==> config.mk <==
export PLATFORM = sky130hd
export DESIGN_NAME = reg_write_arbiter
export DESIGN_NICKNAME = d
export VERILOG_FILES = /design/src/rtl/reg_write_arbiter.sv
export SDC_FILE = /design/constraint.sdc
export NUM_CORES = 1
export LEC_CHECK = 0
export CELL_PAD_IN_SITES_DETAIL_PLACEMENT = 1
export CELL_PAD_IN_SITES_GLOBAL_PLACEMENT = 2
export CORE_MARGIN = 2
export CORE_UTILIZATION = 21
export CTS_CLUSTER_SIZE = 10
export DETAILED_ROUTE_END_ITERATION = 10
export PLACE_DENSITY = 0.84
export SLEW_MARGIN = 30
export SYNTH_ARGS = -nofsm -noshare
export SYNTH_HDL_FRONTEND = slang
export SYNTH_SLANG_ARGS = --single-unit
==> constraint.sdc <==
create_clock -name clk -period 3.1 [get_ports clk]
set_input_delay 0.465 -clock clk [delete_from_list [all_inputs] [get_ports clk]]
set_output_delay 0.465 -clock clk [all_outputs]
set_load 0.1 [all_outputs]
==> src/rtl/reg_write_arbiter.sv <==
// reg_write_arbiter
//   Shares the register bank's single write port among NREQ writeback
//   sources (0=ALU, 1=load unit, 2=link/PC+4). One source is granted per
//   cycle in round-robin order. The granted write is captured into a
//   one-entry stage that drives the bank write port on the following cycle.
//   The staged address is also exported so decode can stall on RAW hazards.
//
// Parameters
//   NREQ     number of writeback requesters (2..4)
//   AW       register address width
//   DW       register data width
//   DROP_R0  1: a granted write to address 0 is accepted but never issued
//
// Ports
//   clk             rising-edge clock
//   rst             asynchronous active-high reset
//   req_valid       [NREQ]     requester i has a write pending
//   req_addr        [NREQ*AW]  packed, requester i at [i*AW +: AW]
//   req_data        [NREQ*DW]  packed, requester i at [i*DW +: DW]
//   req_ready       [NREQ]     one-hot grant (combinational), transfer = valid & ready
//   hold            freeze arbitration for this cycle
//   regWriteEnable  bank write enable (registered)
//   regAddr_write   bank write address (registered)
//   regWriteData    bank write data (registered)
//   pend_valid      a write is staged (same as regWriteEnable)
//   pend_addr       staged write address (same as regAddr_write)
//   grant_id        index of the last granted requester
module reg_write_arbiter #(
  parameter int NREQ    = 3,
  parameter int AW      = 5,
  parameter int DW      = 32,
  parameter int DROP_R0 = 0
) (
  input  logic               clk,
  input  logic               rst,
  input  logic [NREQ-1:0]    req_valid,
  input  logic [NREQ*AW-1:0] req_addr,
  input  logic [NREQ*DW-1:0] req_data,
  output logic [NREQ-1:0]    req_ready,
  input  logic               hold,
  output logic               regWriteEnable,
  output logic [AW-1:0]      regAddr_write,
  output logic [DW-1:0]      regWriteData,
  output logic               pend_valid,
  output logic [AW-1:0]      pend_addr,
  output logic [1:0]         grant_id
);

  // Pointer reset value makes requester 0 the first in line.
  localparam logic [1:0] PTR_RST = 2'(NREQ - 1);

  logic [1:0]      last_ptr_r;
  logic            wen_r;
  logic [AW-1:0]   addr_r;
  logic [DW-1:0]   data_r;

  logic [NREQ-1:0] ready_s;
  logic [1:0]      gnt_idx_s;
  logic [1:0]      cand_s;
  logic            found_s;
  logic            xfer_s;
  logic            drop_s;
  logic [AW-1:0]   sel_addr_s;
  logic [DW-1:0]   sel_data_s;

  // Index k steps after base, wrapped modulo NREQ.
  function automatic logic [1:0] rr_idx(input logic [1:0] base, input int k);
    int s;
    s = (int'(base) + k) % NREQ;
    return s[1:0];
  endfunction

  // Round-robin scan starting just after the last granted requester.
  always_comb begin
    ready_s   = '0;
    gnt_idx_s = last_ptr_r;
    cand_s    = last_ptr_r;
    found_s   = 1'b0;
    if (rst || hold) begin
      ready_s = '0;
    end else begin
      for (int k = 1; k <= NREQ; k++) begin
        cand_s = rr_idx(last_ptr_r, k);
        if (!found_s && req_valid[cand_s]) begin
          ready_s[cand_s] = 1'b1;
          gnt_idx_s       = cand_s;
          found_s         = 1'b1;
        end else begin
          found_s = found_s;
        end
      end
    end
  end

  // Select the granted requester's address and data.
  always_comb begin
    sel_addr_s = '0;
    sel_data_s = '0;
    for (int i = 0; i < NREQ; i++) begin
      if (ready_s[i]) begin
        sel_addr_s = req_addr[i*AW +: AW];
        sel_data_s = req_data[i*DW +: DW];
      end else begin
        sel_addr_s = sel_addr_s;
      end
    end
  end

  // A grant is only ever given to a valid requester, so any ready bit is a transfer.
  assign xfer_s = |ready_s;
  assign drop_s = (DROP_R0 != 0) && (sel_addr_s == {AW{1'b0}});

  // Write stage and round-robin pointer; reset discards any staged write.
  always_ff @(posedge clk or posedge rst) begin
    if (rst) begin
      wen_r      <= 1'b0;
      addr_r     <= '0;
      data_r     <= '0;
      last_ptr_r <= PTR_RST;
    end else begin
      wen_r <= xfer_s & ~drop_s;
      if (xfer_s) begin
        addr_r     <= sel_addr_s;
        data_r     <= sel_data_s;
        last_ptr_r <= gnt_idx_s;
      end
    end
  end

  assign req_ready      = ready_s;
  assign regWriteEnable = wen_r;
  assign regAddr_write  = addr_r;
  assign regWriteData   = data_r;
  assign pend_valid     = wen_r;
  assign pend_addr      = addr_r;
  assign grant_id       = last_ptr_r;

endmodule

; ---- Word level (Yosys, flattened, before mapping)
; Index checks and enable logic that the tools add are counted.
[totals]
ff_bits = 40
latch_bits = 0
mem_bits_rw = 0
mem_bits_ro = 0
input_bits = 117
out_inout_bits = 49
wordCells = 61
memories = 0
[op_classes]
n_addsub = 3
n_mul = 0
n_div = 3
order_cmp = 6
n_eq_ne = 0
shifts = 0
n_mux = 31
bitwise_logic = 3
n_reduce_logical = 11
[op_table]
columns = op, count
row1 = $mod A32 B3 Y32 const B, 3
row2 = $mux W32, 3
row3 = $mux W3, 6
row4 = $mux W5, 3
row5 = $mux W1, 10
row6 = $lt A2 B3 Y1 const B, 3
row7 = $add A2 B2 Y3 const B, 2
row8 = $bmux W1 S2, 3
row9 = $demux W1 S2, 3
row10 = $ge A2 B1 Y1 const B, 3
row11 = $mux W2, 3
row12 = $or A3 B3 Y3, 2
row13 = $logic_and A1 B1 Y1, 5
row14 = $add A2 B1 Y3 const B, 1
row15 = $reduce_and A3 Y1, 1
row16 = $reduce_bool A3 Y1, 1
row17 = $reduce_or A3 Y1, 1
row18 = $logic_not A1 Y1, 2
row19 = $logic_or A1 B1 Y1, 1
row20 = $not A1 Y1, 1

; ---- Logic depth before layout (Yosys ltp)
[logic_depth]
word_depth = 17
mapped_depth = 12
ltp_nobuf = 9

; ---- Worst setup path before layout
; No wires, ideal clock.
[synth_path]
path_kind = register -> register
from = reg last_ptr_r[0], in the netlist grant_id[0]
to = reg addr_r[0], in the netlist pend_addr[0]
setup_ns = 0.128
t_arrival_ns = 3.631
required_ns = 2.972
path_slack_ns = -0.659
path_stages_with_launch = 11
n_path_buf = 3
period_less_slack_ns = 3.759
cell_sequence = dfrtp_1 > inv_1 > ha_1 > buf_2 > o211ai_1 > or4b_4 > nand2_1 > nor3_2 > buf_4 > buf_4 > o2bb2ai_2
[synth_via]
elab_chain_cells = 17
word_cells_on_any_way = 47
cone_classes = add/sub: 3 / div: 3 / order compare: 6 / mux: 25 / bitwise: 2 / reduce/logical: 8
[synth_lines]
columns = element, line
row1 = from (decl), 52  ; logic [1:0] last_ptr_r;
row2 = from (signal assigned), 125  ; last_ptr_r <= gnt_idx_s;
row3 = $add A2 B1 Y3, 69  ; s = (int'(base) + k) % NREQ;
row4 = $mod A32 B3 Y32, 69
row5 = "$lt A2 B3 Y1 (not written as such), or another cell as far along", 85  ; ready_s[cand_s] = 1'b1;
row6 = $logic_and A1 B1 Y1 (not written as such) / $mux W1 (equally long branches), "85, 84"
row7 = $mux W1 (on tied branches), "85, 84"
row8 = $demux W1 S2 / $mux W1 (equally long branches), "85, 79"
row9 = $mux W3 / $logic_not A1 Y1 (equally long branches), 84  ; if (!found_s && req_valid[cand_s]) begin
row10 = $mux W3 / $logic_and A1 B1 Y1 (equally long branches), "79, 84"
row11 = $or A3 B3 Y3 (no source line) / $mux W1 (equally long branches), --
row12 = $mux W3 / $mux W1 (equally long branches), "84, 79"
row13 = $mux W3 / $logic_not A1 Y1 (equally long branches), "79, 84"
row14 = $or A3 B3 Y3 (no source line) / $logic_and A1 B1 Y1 (equally long branches), --
row15 = $mux W3 *, 84
row16 = $mux W3 *, 79  ; if (rst || hold) begin
row17 = named net req_ready[0], 39  ; output logic [NREQ-1:0] req_ready,
row18 = $mux W5 (3 in a row), 100  ; if (ready_s[i]) begin
row19 = to (signal assigned), 123  ; addr_r <= sel_addr_s;
row20 = to (decl), 54  ; logic [AW-1:0] addr_r;
; The timed path passes the listed nets; every way through them passes the cells marked *. The select of a mux whose other input is x is not followed.
; A chain may end at the register's enable or synchronous reset.

; ---- Worst setup path after layout
[layout_path]
from = reg last_ptr_r[1], in the netlist grant_id[1]
to = out req_ready[1]
[layout_via]
elab_chain_cells = 14
word_cells_on_any_way = 43
cone_classes = add/sub: 3 / div: 3 / order compare: 6 / mux: 22 / bitwise: 2 / reduce/logical: 7
[layout_lines]
columns = element, line
row1 = $add A2 B1 Y3, 69
row2 = $mod A32 B3 Y32, 69
row3 = "$lt A2 B3 Y1 (not written as such), or another cell as far along", 85
row4 = $logic_and A1 B1 Y1 (not written as such) / $mux W1 (equally long branches), "85, 84"
row5 = $mux W1 (on tied branches), "85, 84"
row6 = $demux W1 S2 / $mux W1 (equally long branches), "85, 79"
row7 = $mux W3 / $logic_not A1 Y1 (equally long branches), 84
row8 = $mux W3 / $logic_and A1 B1 Y1 (equally long branches), "79, 84"
row9 = $or A3 B3 Y3 (no source line) / $mux W1 (equally long branches), --
row10 = $mux W3 / $mux W1 (equally long branches), "84, 79"
row11 = $mux W3 / $logic_not A1 Y1 (equally long branches), "79, 84"
row12 = $or A3 B3 Y3 (no source line) / $logic_and A1 B1 Y1 (equally long branches), --
row13 = $mux W3 *, 84
row14 = $mux W3 *, 79
row15 = to (decl), 39
; Every way passes the cells marked *; elsewhere a longest branch is shown, timed or not. The select of a mux whose other input is x is not followed.

==> results by group <==
Global routing
  – First-pass GRT wire length: 15,430 um
  – Total global-route track usage: 0.1495
  – Vias in the first global route: approximately 3,000
  – Initial antenna violation count: 0
  – Largest net degree at the start of global routing: 38
  – Grt total ovfl: 0

Worst setup path
  – Critical Path Source Type: flip-flop
  – FF-to-FF path depth: 9
  – Worst Setup SP: grant_id[1]
  – R2r startpoint: grant_id[1]
  – R2R setup slack: 0.28 ns
  – R2r endpoint: regWriteData[19]
  – Critical Path RT: 2.63 ns
  – Endpoint type of the worst setup path: output pin
  – CP Class: reg2out
  – CP max FO: 7
  – CP arrival: 2.47 ns

Final layout
  – Commonest non-fill, non-tap cell in the layout: clkdlybuf4s50_1
  – P&R area growth vs syn: 73.49%
  – Most frequent cells in the layout: clkdlybuf4s50_1, buf_4, nor2_1
  – Fin cells: 540
  – Share of layout cells above drive strength 1: 0.3079
  – Util after Layout: 0.3735
  – N_diodes: 0
  – Fill count: about 1,300
  – Final nets: slightly above 500

Yosys
  – Post-synth cell types: between 40 and 50
  – YS warnings: 0
  – Synth area leader: dfrtp_1
  – Mean Syn Cell Area: 11.29 sq um
  – Register area share after synthesis: 0.3875
  – Top cell type's share of synthesized area: 0.3774
  – Synth Net Count: 350
  – Syn Inst Count: 229
  – Largest cells by area after synthesis: dfrtp_1, a221oi_2, o2bb2ai_1
  – Mapped Area: around 2600 sq um
  – Seq cells post-synth: 40

Placed design
  – RD Place Congestion: slightly below 0.8
  – Place WS: -0.02729 ns
  – PortBufs: between 150 and 200
  – DP HPWL: between 7000 and 8000 um
  – Cells after DPL: 530

Drt
  – Final WL: 10,010 um
  – TritonRoute pass-1 iters: 4
  – Routed vias: around 2,600
  – Post-route ant nets: 0
  – Initial drt markers: around 120
  – Drt wl/cell: 18.54 um
  – # DRC: 0
  – Via density: approximately 5

Status
  – Status: complete, no violations

Floorplanning
  – Core box area: 12,010 sq um
  – Starting Density: 0.2153
  – Num ports: around 170
  – Die Span Y: approximately 110 um
  – Die footprint: about 13,000 sq um
  – Die width: 115.0 um
  – Core Rows: 40

Power
  – Leak: around 0.0018 uW
  – Pwr dens: roughly 1300 nW/um^2
  – Maximum VDD drop: roughly 0.82 mV
  – Power Total: between 5000 and 6000 uW

Timing
  – Period utilisation layout: 0.9470
  – Hold_ws: 0.4892 ns
  – RSZ-0062 raised after global routing: false
  – Slew @ Worst Pin: roughly 0.52 ns
  – Finish-stage setup viols: 0
  – Worst Skew: about 0.0033 ns
  – Pins Over Slew Limit: 0
  – Max Fclk: ~340 MHz
  – Slew margin rel.: 0.6502
  – Setup WS post-layout: approximately 0.16 ns
  – Post-route minimum period: between 2 and 3 ns
  – Endpoints failing hold: 0

Hold path
  – Worst min-delay path startpoint: regWriteData[16]
  – WHS Endpoint: regWriteData[16]
  – Worst Hold Path Cells: 1
  – Hold Crit Class: reg2reg

Clock network
  – Root Driver: clkbuf_16
  – CTS tree: done
  – Total CTS buffers: 5
  – H-tree Lvls: 2
  – Clock latency on the worst-skew pair: between 0.2 and 0.3 ns
  – # hold bufs at CTS: 0
  – CTS Sinks: 40
  – Worst-path clk slew: 0.06 ns
  – Clk buf depth: 2

Job
  – Total of max-cap violations: 0
==> per-layer routing <==
metal  vias to the layer above  part of all wire  GRT usage
li1                       1216                 -          -
met1                      1307              0.40     0.1743
met4                         0            0.0022    0.01928
met2                        98              0.52     0.2714
met3                         2             0.083    0.05219
met5                         -                 0          0
==> report_power, final <==
group / internal, uW / switching [uW]
Combinational: 1180 / 3080
Sequential: 797 / 185
Clock: 379 / 203
==> cells in the mapped netlist <==
| library cell | count |
|---|---|
| nand3_1 | 3 |
| clkbuf_1 | 5 |
| o22a_1 | 1 |
| buf_4 | 11 |
| o2bb2ai_1 | 27 |
| o2111ai_1 | 1 |
| a21boi_4 | 1 |
| a221oi_2 | 22 |
| nand2b_1 | 3 |
| a21oi_1 | 4 |
| inv_1 | 5 |
| o2bb2ai_2 | 10 |
| inv_2 | 1 |
| buf_8 | 1 |
| or2_2 | 1 |
| nor3_2 | 1 |
| o211ai_1 | 1 |
| ha_1 | 4 |
| o32a_1 | 1 |
| a221oi_1 | 15 |
| mux2_2 | 1 |
| buf_12 | 2 |
| clkbuf_8 | 1 |
| o21ai_0 | 3 |
| nor3_4 | 1 |
| a311oi_1 | 1 |
| a21o_1 | 1 |
| nand2_1 | 2 |
| o21ai_1 | 1 |
| nor3b_1 | 1 |
| and3b_1 | 1 |
| dfrtp_1 | 39 |
| nor2_1 | 40 |
| or2_1 | 1 |
| buf_2 | 5 |
| mux2i_1 | 4 |
| buf_6 | 2 |
| and2b_2 | 1 |
| dfstp_2 | 1 |
| or4b_4 | 1 |
| nand3b_1 | 2 |
==> registers in the layout (all words and copies together), names as in the netlist <==
register,cells
grant_id,2
pend_valid,1
pend_addr,5
regWriteData,32
==> how the worst max path moves through the flow <==
stage	to	slack, ns	cells past startpoint
detailed placement	regWriteData[19]	-0.03	9
finish	req_ready[1]	0.16	8
CTS	req_ready[1]	0.004	8
global route	req_ready[1]	0.03	8
floorplan	pend_addr[0]	0.01	10
global placement	grant_id[1]	-0.01	8
==> what timing repair did <==
action | in CTS | in global routing
resized for setup | 3 | 4
setup endpoints to repair | 1 | 24
hold endpoints to repair | 0 | 0
buffers inserted | 0 | 2
cloned | 0 | 0
pin swaps | 0 | 1
==> metrics by stage <==
step	setup TNS, ns	cell area, sq um
after floorplan	0	2595
after global placement	-0.01173	4272
after detailed placement	-0.1182	4283
after CTS	0	4459
after global routing	0	4487
final	0	4487
==> final cells by class <==
class                      instances  area, sq um  share of cell area
timing repair buffer             183         1747              0.3893
multi-input combinational        156         1366              0.3045
sequential                        40         1003              0.2236
tap                              147        183.9             0.04099
clock buffer                       6        128.9             0.02872
clock inverter                     2        35.03            0.007808
inverter                           6        22.52            0.005020
==> critical path, stage by stage, from the launching register on <==
cell     delay [ns]
dfstp_2        0.58
inv_1          0.07
ha_2           0.22
mux2i_2        0.21
o21ai_1        0.12
o32a_1         0.42
nor3_4         0.25
buf_12         0.14
buf_12         0.17
==> kinds of logic after synthesis <==
group	share of synthesized area
buffers and inverters	0.09288
AO/OA/AOI/OAI	0.3706
AND/OR/NAND/NOR	0.1098
multiplexers	0.01984
adder cells (fa/ha/maj)	0.01935
flip-flops	0.3875
Power figures use the tool's default switching activity.
